===== src/rtl/rec_fn_to_fn_pipe_pkg.sv =====
// rec_fn_to_fn_pipe_pkg: shared widths, special exponent codes and raw-float type
// for the recoded binary32 to IEEE binary32 pipeline. Rev 1.0
`default_nettype none

package rec_fn_to_fn_pipe_pkg;

  localparam int EXP_WIDTH     = 8;
  localparam int SIG_WIDTH     = 24;
  localparam int REC_WIDTH     = EXP_WIDTH + SIG_WIDTH + 1;  // 33
  localparam int OUT_WIDTH     = EXP_WIDTH + SIG_WIDTH;      // 32
  localparam int REC_EXP_WIDTH = EXP_WIDTH + 1;              // 9
  localparam int SEXP_WIDTH    = EXP_WIDTH + 2;              // 10
  localparam int RAW_SIG_WIDTH = SIG_WIDTH + 1;              // 25
  localparam int FRACT_WIDTH   = SIG_WIDTH - 1;              // 23
  localparam int SHIFT_WIDTH   = 5;
  localparam int CLASS_WIDTH   = 10;

  localparam logic [SEXP_WIDTH-1:0] MIN_NORM_EXP = 10'd130;
  localparam logic [EXP_WIDTH-1:0]  BIAS_OFFSET  = 8'd129;

  localparam logic [2:0] CODE_ZERO = 3'b000;
  localparam logic [2:0] CODE_INF  = 3'b110;
  localparam logic [2:0] CODE_NAN  = 3'b111;

  typedef struct packed {
    logic                     is_nan;
    logic                     is_inf;
    logic                     is_zero;
    logic                     sign;
    logic [SEXP_WIDTH-1:0]    sexp;
    logic [RAW_SIG_WIDTH-1:0] sig;
  } raw_float_t;

endpackage

`default_nettype wire


===== src/rtl/rec_fn_unpack.sv =====
// rec_fn_unpack: combinational split of a recoded binary32 word into raw fields.
// Rev 1.0
`default_nettype none

module rec_fn_unpack
  import rec_fn_to_fn_pipe_pkg::*;
(
  input  logic [REC_WIDTH-1:0] rec_in,
  output raw_float_t           raw_out
);

  logic [REC_EXP_WIDTH-1:0] rec_exp;
  logic [FRACT_WIDTH-1:0]   rec_fract;
  logic                     is_zero;

  assign rec_exp   = rec_in[REC_WIDTH-2 -: REC_EXP_WIDTH];
  assign rec_fract = rec_in[FRACT_WIDTH-1:0];
  assign is_zero   = (rec_exp[REC_EXP_WIDTH-1 -: 3] == CODE_ZERO);

  always_comb begin
    raw_out         = '0;
    raw_out.sign    = rec_in[REC_WIDTH-1];
    raw_out.is_zero = is_zero;
    raw_out.is_inf  = (rec_exp[REC_EXP_WIDTH-1 -: 3] == CODE_INF);
    raw_out.is_nan  = (rec_exp[REC_EXP_WIDTH-1 -: 3] == CODE_NAN);
    raw_out.sexp    = {1'b0, rec_exp};
    raw_out.sig     = {1'b0, !is_zero, rec_fract};
  end

endmodule

`default_nettype wire


===== src/rtl/rec_fn_to_fn_pipe.sv =====
// rec_fn_to_fn_pipe: 2-stage valid/ready converter, recoded binary32 -> IEEE binary32.
// Define RECFN_CLASSIFY_EN to add the registered RISC-V fclass output. Rev 1.0
`default_nettype none

module rec_fn_to_fn_pipe
  import rec_fn_to_fn_pipe_pkg::*;
(
  input  logic                   clock,
  input  logic                   reset,
  input  logic                   io_in_valid,
  output logic                   io_in_ready,
  input  logic [REC_WIDTH-1:0]   io_in_bits,
  output logic                   io_out_valid,
  input  logic                   io_out_ready,
  output logic [OUT_WIDTH-1:0]   io_out_bits,
  output logic                   io_out_isSigNaN
`ifdef RECFN_CLASSIFY_EN
  ,
  output logic [CLASS_WIDTH-1:0] io_out_classify
`endif
);

  raw_float_t unpacked;
  raw_float_t s1_q;
  logic       s1_valid;
  logic       s2_valid;
  logic       s2_ready;

  logic [OUT_WIDTH-1:0]     s2_bits;
  logic                     s2_sig_nan;
  logic                     is_sub;
  logic [SHIFT_WIDTH-1:0]   shift;
  logic [RAW_SIG_WIDTH-1:0] sig_half;
  logic [FRACT_WIDTH-1:0]   denorm_fract;
  logic [FRACT_WIDTH-1:0]   fract_out;
  logic [EXP_WIDTH-1:0]     exp_out;
  logic                     sig_nan;

  rec_fn_unpack u_unpack (
    .rec_in  (io_in_bits),
    .raw_out (unpacked)
  );

  // S1 may refill in the same cycle S2 drains, so throughput stays one word per cycle.
  assign s2_ready    = !s2_valid || io_out_ready;
  assign io_in_ready = !s1_valid || s2_ready;

  assign sig_half = s1_q.sig >> 1;

  always_comb begin
    is_sub       = (s1_q.sexp < MIN_NORM_EXP);
    shift        = 5'd1 - s1_q.sexp[SHIFT_WIDTH-1:0];
    denorm_fract = FRACT_WIDTH'(sig_half >> shift);
    exp_out      = s1_q.sexp[EXP_WIDTH-1:0] - BIAS_OFFSET;
    fract_out    = s1_q.sig[FRACT_WIDTH-1:0];
    if (is_sub) begin
      exp_out   = '0;
      fract_out = denorm_fract;
    end else if (s1_q.is_inf) begin
      fract_out = '0;
    end
    if (s1_q.is_nan || s1_q.is_inf) begin
      exp_out = '1;
    end
    sig_nan = s1_q.is_nan && !s1_q.sig[FRACT_WIDTH-1];
  end

  always_ff @(posedge clock) begin
    if (!reset) begin
      s1_valid   <= 1'b0;
      s1_q       <= '0;
      s2_valid   <= 1'b0;
      s2_bits    <= '0;
      s2_sig_nan <= 1'b0;
    end else begin
      if (io_in_ready) begin
        s1_valid <= io_in_valid;
        if (io_in_valid) begin
          s1_q <= unpacked;
        end
      end
      if (s2_ready) begin
        s2_valid <= s1_valid;
        if (s1_valid) begin
          s2_bits    <= {s1_q.sign, exp_out, fract_out};
          s2_sig_nan <= sig_nan;
        end
      end
    end
  end

  assign io_out_valid    = s2_valid;
  assign io_out_bits     = s2_bits;
  assign io_out_isSigNaN = s2_sig_nan;

`ifdef RECFN_CLASSIFY_EN
  // Bit order: -inf,-norm,-sub,-0,+0,+sub,+norm,+inf,sNaN,qNaN (bit 0 first).
  logic [CLASS_WIDTH-1:0] cls;
  logic [CLASS_WIDTH-1:0] s2_class;

  always_comb begin
    cls = '0;
    if (s1_q.is_nan) begin
      cls[8] = sig_nan;
      cls[9] = !sig_nan;
    end else if (s1_q.is_inf) begin
      cls[0] = s1_q.sign;
      cls[7] = !s1_q.sign;
    end else if (s1_q.is_zero) begin
      cls[3] = s1_q.sign;
      cls[4] = !s1_q.sign;
    end else if (is_sub) begin
      cls[2] = s1_q.sign;
      cls[5] = !s1_q.sign;
    end else begin
      cls[1] = s1_q.sign;
      cls[6] = !s1_q.sign;
    end
  end

  always_ff @(posedge clock) begin
    if (!reset) begin
      s2_class <= '0;
    end else if (s2_ready && s1_valid) begin
      s2_class <= cls;
    end
  end

  assign io_out_classify = s2_class;
`endif

endmodule

`default_nettype wire


===== config.mk =====
export PLATFORM = sky130hd
export DESIGN_NAME = rec_fn_to_fn_pipe
export DESIGN_NICKNAME = d
export VERILOG_FILES = /design/src/rtl/rec_fn_to_fn_pipe_pkg.sv /design/src/rtl/rec_fn_unpack.sv /design/src/rtl/rec_fn_to_fn_pipe.sv
export SDC_FILE = /design/constraint.sdc
export NUM_CORES = 1
export LEC_CHECK = 0
export ABC_AREA = 1
export BUFFER_PORTS_ARGS = -buffer_cell sky130_fd_sc_hd__buf_2
export CAP_MARGIN = 30
export CELL_PAD_IN_SITES_DETAIL_PLACEMENT = 0
export CELL_PAD_IN_SITES_GLOBAL_PLACEMENT = 1
export CORE_MARGIN = 2
export CORE_UTILIZATION = 30
export DETAILED_ROUTE_END_ITERATION = 7
export GPL_ROUTABILITY_DRIVEN = 0
export PLACE_DENSITY_LB_ADDON = 0.3
export SETUP_SLACK_MARGIN = 0.5
export SLEW_MARGIN = 20
export SYNTH_ARGS = -nofsm -noshare
export SYNTH_HDL_FRONTEND = slang
export SYNTH_SLANG_ARGS = --single-unit

===== constraint.sdc =====
create_clock -name clock -period 3.12 [get_ports clock]
set_input_delay 0.312 -clock clock [delete_from_list [all_inputs] [get_ports clock]]
set_output_delay 0.312 -clock clock [all_outputs]
set_load 0.03 [all_outputs]

==> flow_summary.yaml <==
status:
  outcome: "finished, final reports clean"
floorplanning:
  die_area_um2: 14080
  start_util_pct: 31.00
  rows: 41
  pin_count: 72
  die_height_um: 118.7
  core-area_um2: 12720
  die_x_um: 118.7
global_routing:
  grt_overflow_total: 0
  grt_max_degree: 46
  grt_pass1_wl_mm: 21.39
  grt.total_usage_pct: 19.13
  grt_pass1_vias: 4093
  antenna_found_initial: 0
routing:
  ant_nets: 0
  vias: 4254
  drc: 0
  vias_per_cell: 5.252
  drt_wl_total_mm: 13.13
  wl_per_cell_um: 16.21
  drt-initial-drc-count: 297
  first_pass_iters: 5
synth:
  yosysTopAreaCellShare_pct: 36.04
  ys_seq_area_share_pct: 36.04
  async_flop_share_pct: 0
  synth-main-ff-cell: "dfxtp_1"
  yosysMostFrequentCell: "nand2_1"
  synth-edff-count: 0
  synth_fp_nets: 621
  syn_area_per_cell_um2: 6.788
  synthSimpleGateAreaFrac_pct: 33.15
  synth_adder_area_share_pct: 0.9518
  synth_compound_area_share_pct: 20.78
  synth.top_cells.by_count: "nand2_1, nand3_1, dfxtp_1"
  synthMuxAreaShare_pct: 0
  synth_top_area_cell: "dfxtp_1"
  mappedNetlistArea_um2: 3944
  yosysWarnings: 0
  syn-instance-count: 581
  netlist_top_cells_area: "dfxtp_1, nand3_1, nand2_1"
  synth_top_family_by_area: "simple AND/OR/NAND/NOR gates"
  synthXorXnorAreaFrac_pct: 0.6662
  synth_seq_cells: 71
  ys_types: 35
setup_path:
  crit_required_ps: 3390
  timing.rr.start: "s1_q[26]"
  reg2reg_depth: 7
  arrival_ps: 2660
  crit_start: "s1_q[26]"
  r2r-end: "io_out_bits[7]"
  crit_end: "io_out_bits[7]"
  cp_max_fo: 23
  end_kind: "register"
  regToRegSetupSlack_ps: 730
  crit_type: "register to register"
  cp-start-kind: "register"
clock_network:
  cts_sinks: 71
  cts-hold-fix-buffers: 0
  cts_htree_levels: 3
  clk_pin_slew_ps: 60
  cts_buffer_depth: 2
  insertion_delay_ps: 340
  cts_buffers: 9
  tritoncts: "built"
  clock-root-buffer: "clkbuf_16"
place:
  port_buffers: 71
  dp_cells: 793
  place_area_um2: 4343
  place.detailed.hpwl_mm: 9.299
power:
  p_leak_uw: 0.002030
  cellPowerDensity_nw_per_um2: 586.5
  vdd_drop_max_uv: 240.5
  p_total_uw: 2734
sta:
  fin_crit_ps: 2392
  setup_tns_ps: 0
  skew_ps: 5.815
  hold_viol_final: 0
  fmax_mhz: 418.0
  grt_setup_unrepaired: "false"
  setup_viol: 0
  relSlewSlack_pct: 45.31
  drv_slew: 0
  fin_crit_sh_pct: 76.67
  worst_slew_pin_slew_ps: 815.3
final_layout:
  final-seq-area_um2: 1421
  fillers: 1445
  syn_to_final_growth_pct: 18.21
  nets: 673
  multi_input_area_um2: 2191
  antenna_cells: 0
  instances_no_fill: 810
  drive_gt1_share_pct: 18.18
  design_area_um2: 4662
job:
  drv_cap: 0
min_path:
  hold_path_class: "input port to register"
## worst min-delay path by stage
stage	from	to	slack, ps	cells past startpoint
3_5_place_dp	io_out_bits[4]	io_out_bits[4]	460	2
3_3_place_gp	io_out_isSigNaN	io_out_isSigNaN	460	2
2_1_floorplan	s1_q[35]	s1_q[35]	450	2
6_report	io_in_bits[17]	s1_q[17]	220	3
4_1_cts	io_in_bits[17]	s1_q[17]	210	3
5_1_grt	io_in_bits[21]	s1_q[21]	240	3
## worst max-delay path: stages, from the launching register on
cell and delay [ps]:
dfxtp_1 300, buf_4 250, inv_2 120, ha_1 360, clkinvlp_4 370, o21ai_0 600, o211ai_1 160, a21oi_1 150
## registers in the layout (all words and copies together) (netlist names)
| register | count |
|---|---|
| s1_q | 36 |
| io_out_bits | 32 |
| io_out_isSigNaN | 1 |
| io_out_valid | 1 |
| s1_valid | 1 |
## power breakdown
| group | internal (µW) | leakage, µW | switching (µW) |
|---|---|---|---|
| clock network | 639 | 0.000138 | 408 |
| registers | 973 | 0.000587 | 63.2 |
| logic | 201 | 0.00131 | 450 |
## metrics by stage
stage	utilization, %	hold slack (ps)	worst slack (ps)
final	36.64	218.3	727.8
after global routing	36.64	237.0	537.0
after CTS	36.50	212.1	707.1
after detailed placement	34.14	460.3	731.6
after global placement	34.14	457.6	728.5
after floorplan	-	449.5	1299
## what timing repair did
| action | CTS | global route |
|---|---|---|
| setup endpoints to repair | 0 | 1 |
| buffers inserted | 0 | 0 |
| resized for setup | 0 | 1 |
## cell usage in the layout, fill, tap and decap left out, types with 2 or more instances in the layout
cell type	netlist	layout
a21oi_1	52	52
a21oi_2	2	2
a31oi_1	20	20
buf_2	11	71
buf_4	0	7
clkbuf_16	0	9
clkinvlp_4	0	4
dfxtp_1	71	71
ha_1	3	3
inv_1	20	19
inv_2	2	2
inv_4	2	2
nand2_1	110	110
nand2_2	3	3
nand2_4	4	4
nand3_1	103	103
nand4_1	3	3
nor2_1	58	58
nor3_2	2	2
o211ai_1	8	8
o21ai_0	62	62
o21ai_1	3	3
xor2_1	3	3
## kinds of logic (layout without fill, tap and decap cells)
kind of cell	Yosys count	in the layout
AND/OR/NAND/NOR	289	289
AO/OA/AOI/OAI	151	151
flip-flops	71	71
buffers and inverters	64	121
adder cells (fa/ha/maj)	3	3
XOR/XNOR	3	3
## metal layers
| metal | GRT usage [%] | wire length (µm) | vias up |
|---|---|---|---|
| met1 | 25.37 | 6017 | 1985 |
| met4 | 8.110 | 328 | 0 |
| met5 | 0 | 0 | - |
| met3 | 2.703 | 719 | 25 |
| met2 | 30.96 | 6066 | 142 |
| li1 | - | - | 2102 |
## layout make-up
type / count / area share (%)
Tap cell: 172 / 4.616
Multi-Input combinational cell: 446 / 46.99
Timing Repair Buffer: 79 / 9.071
Clock buffer: 11 / 5.207
Inverter: 26 / 2.389
Clock inverter: 5 / 1.235
Sequential cell: 71 / 30.49
Note: power is estimated with default switching activity, not from simulation.
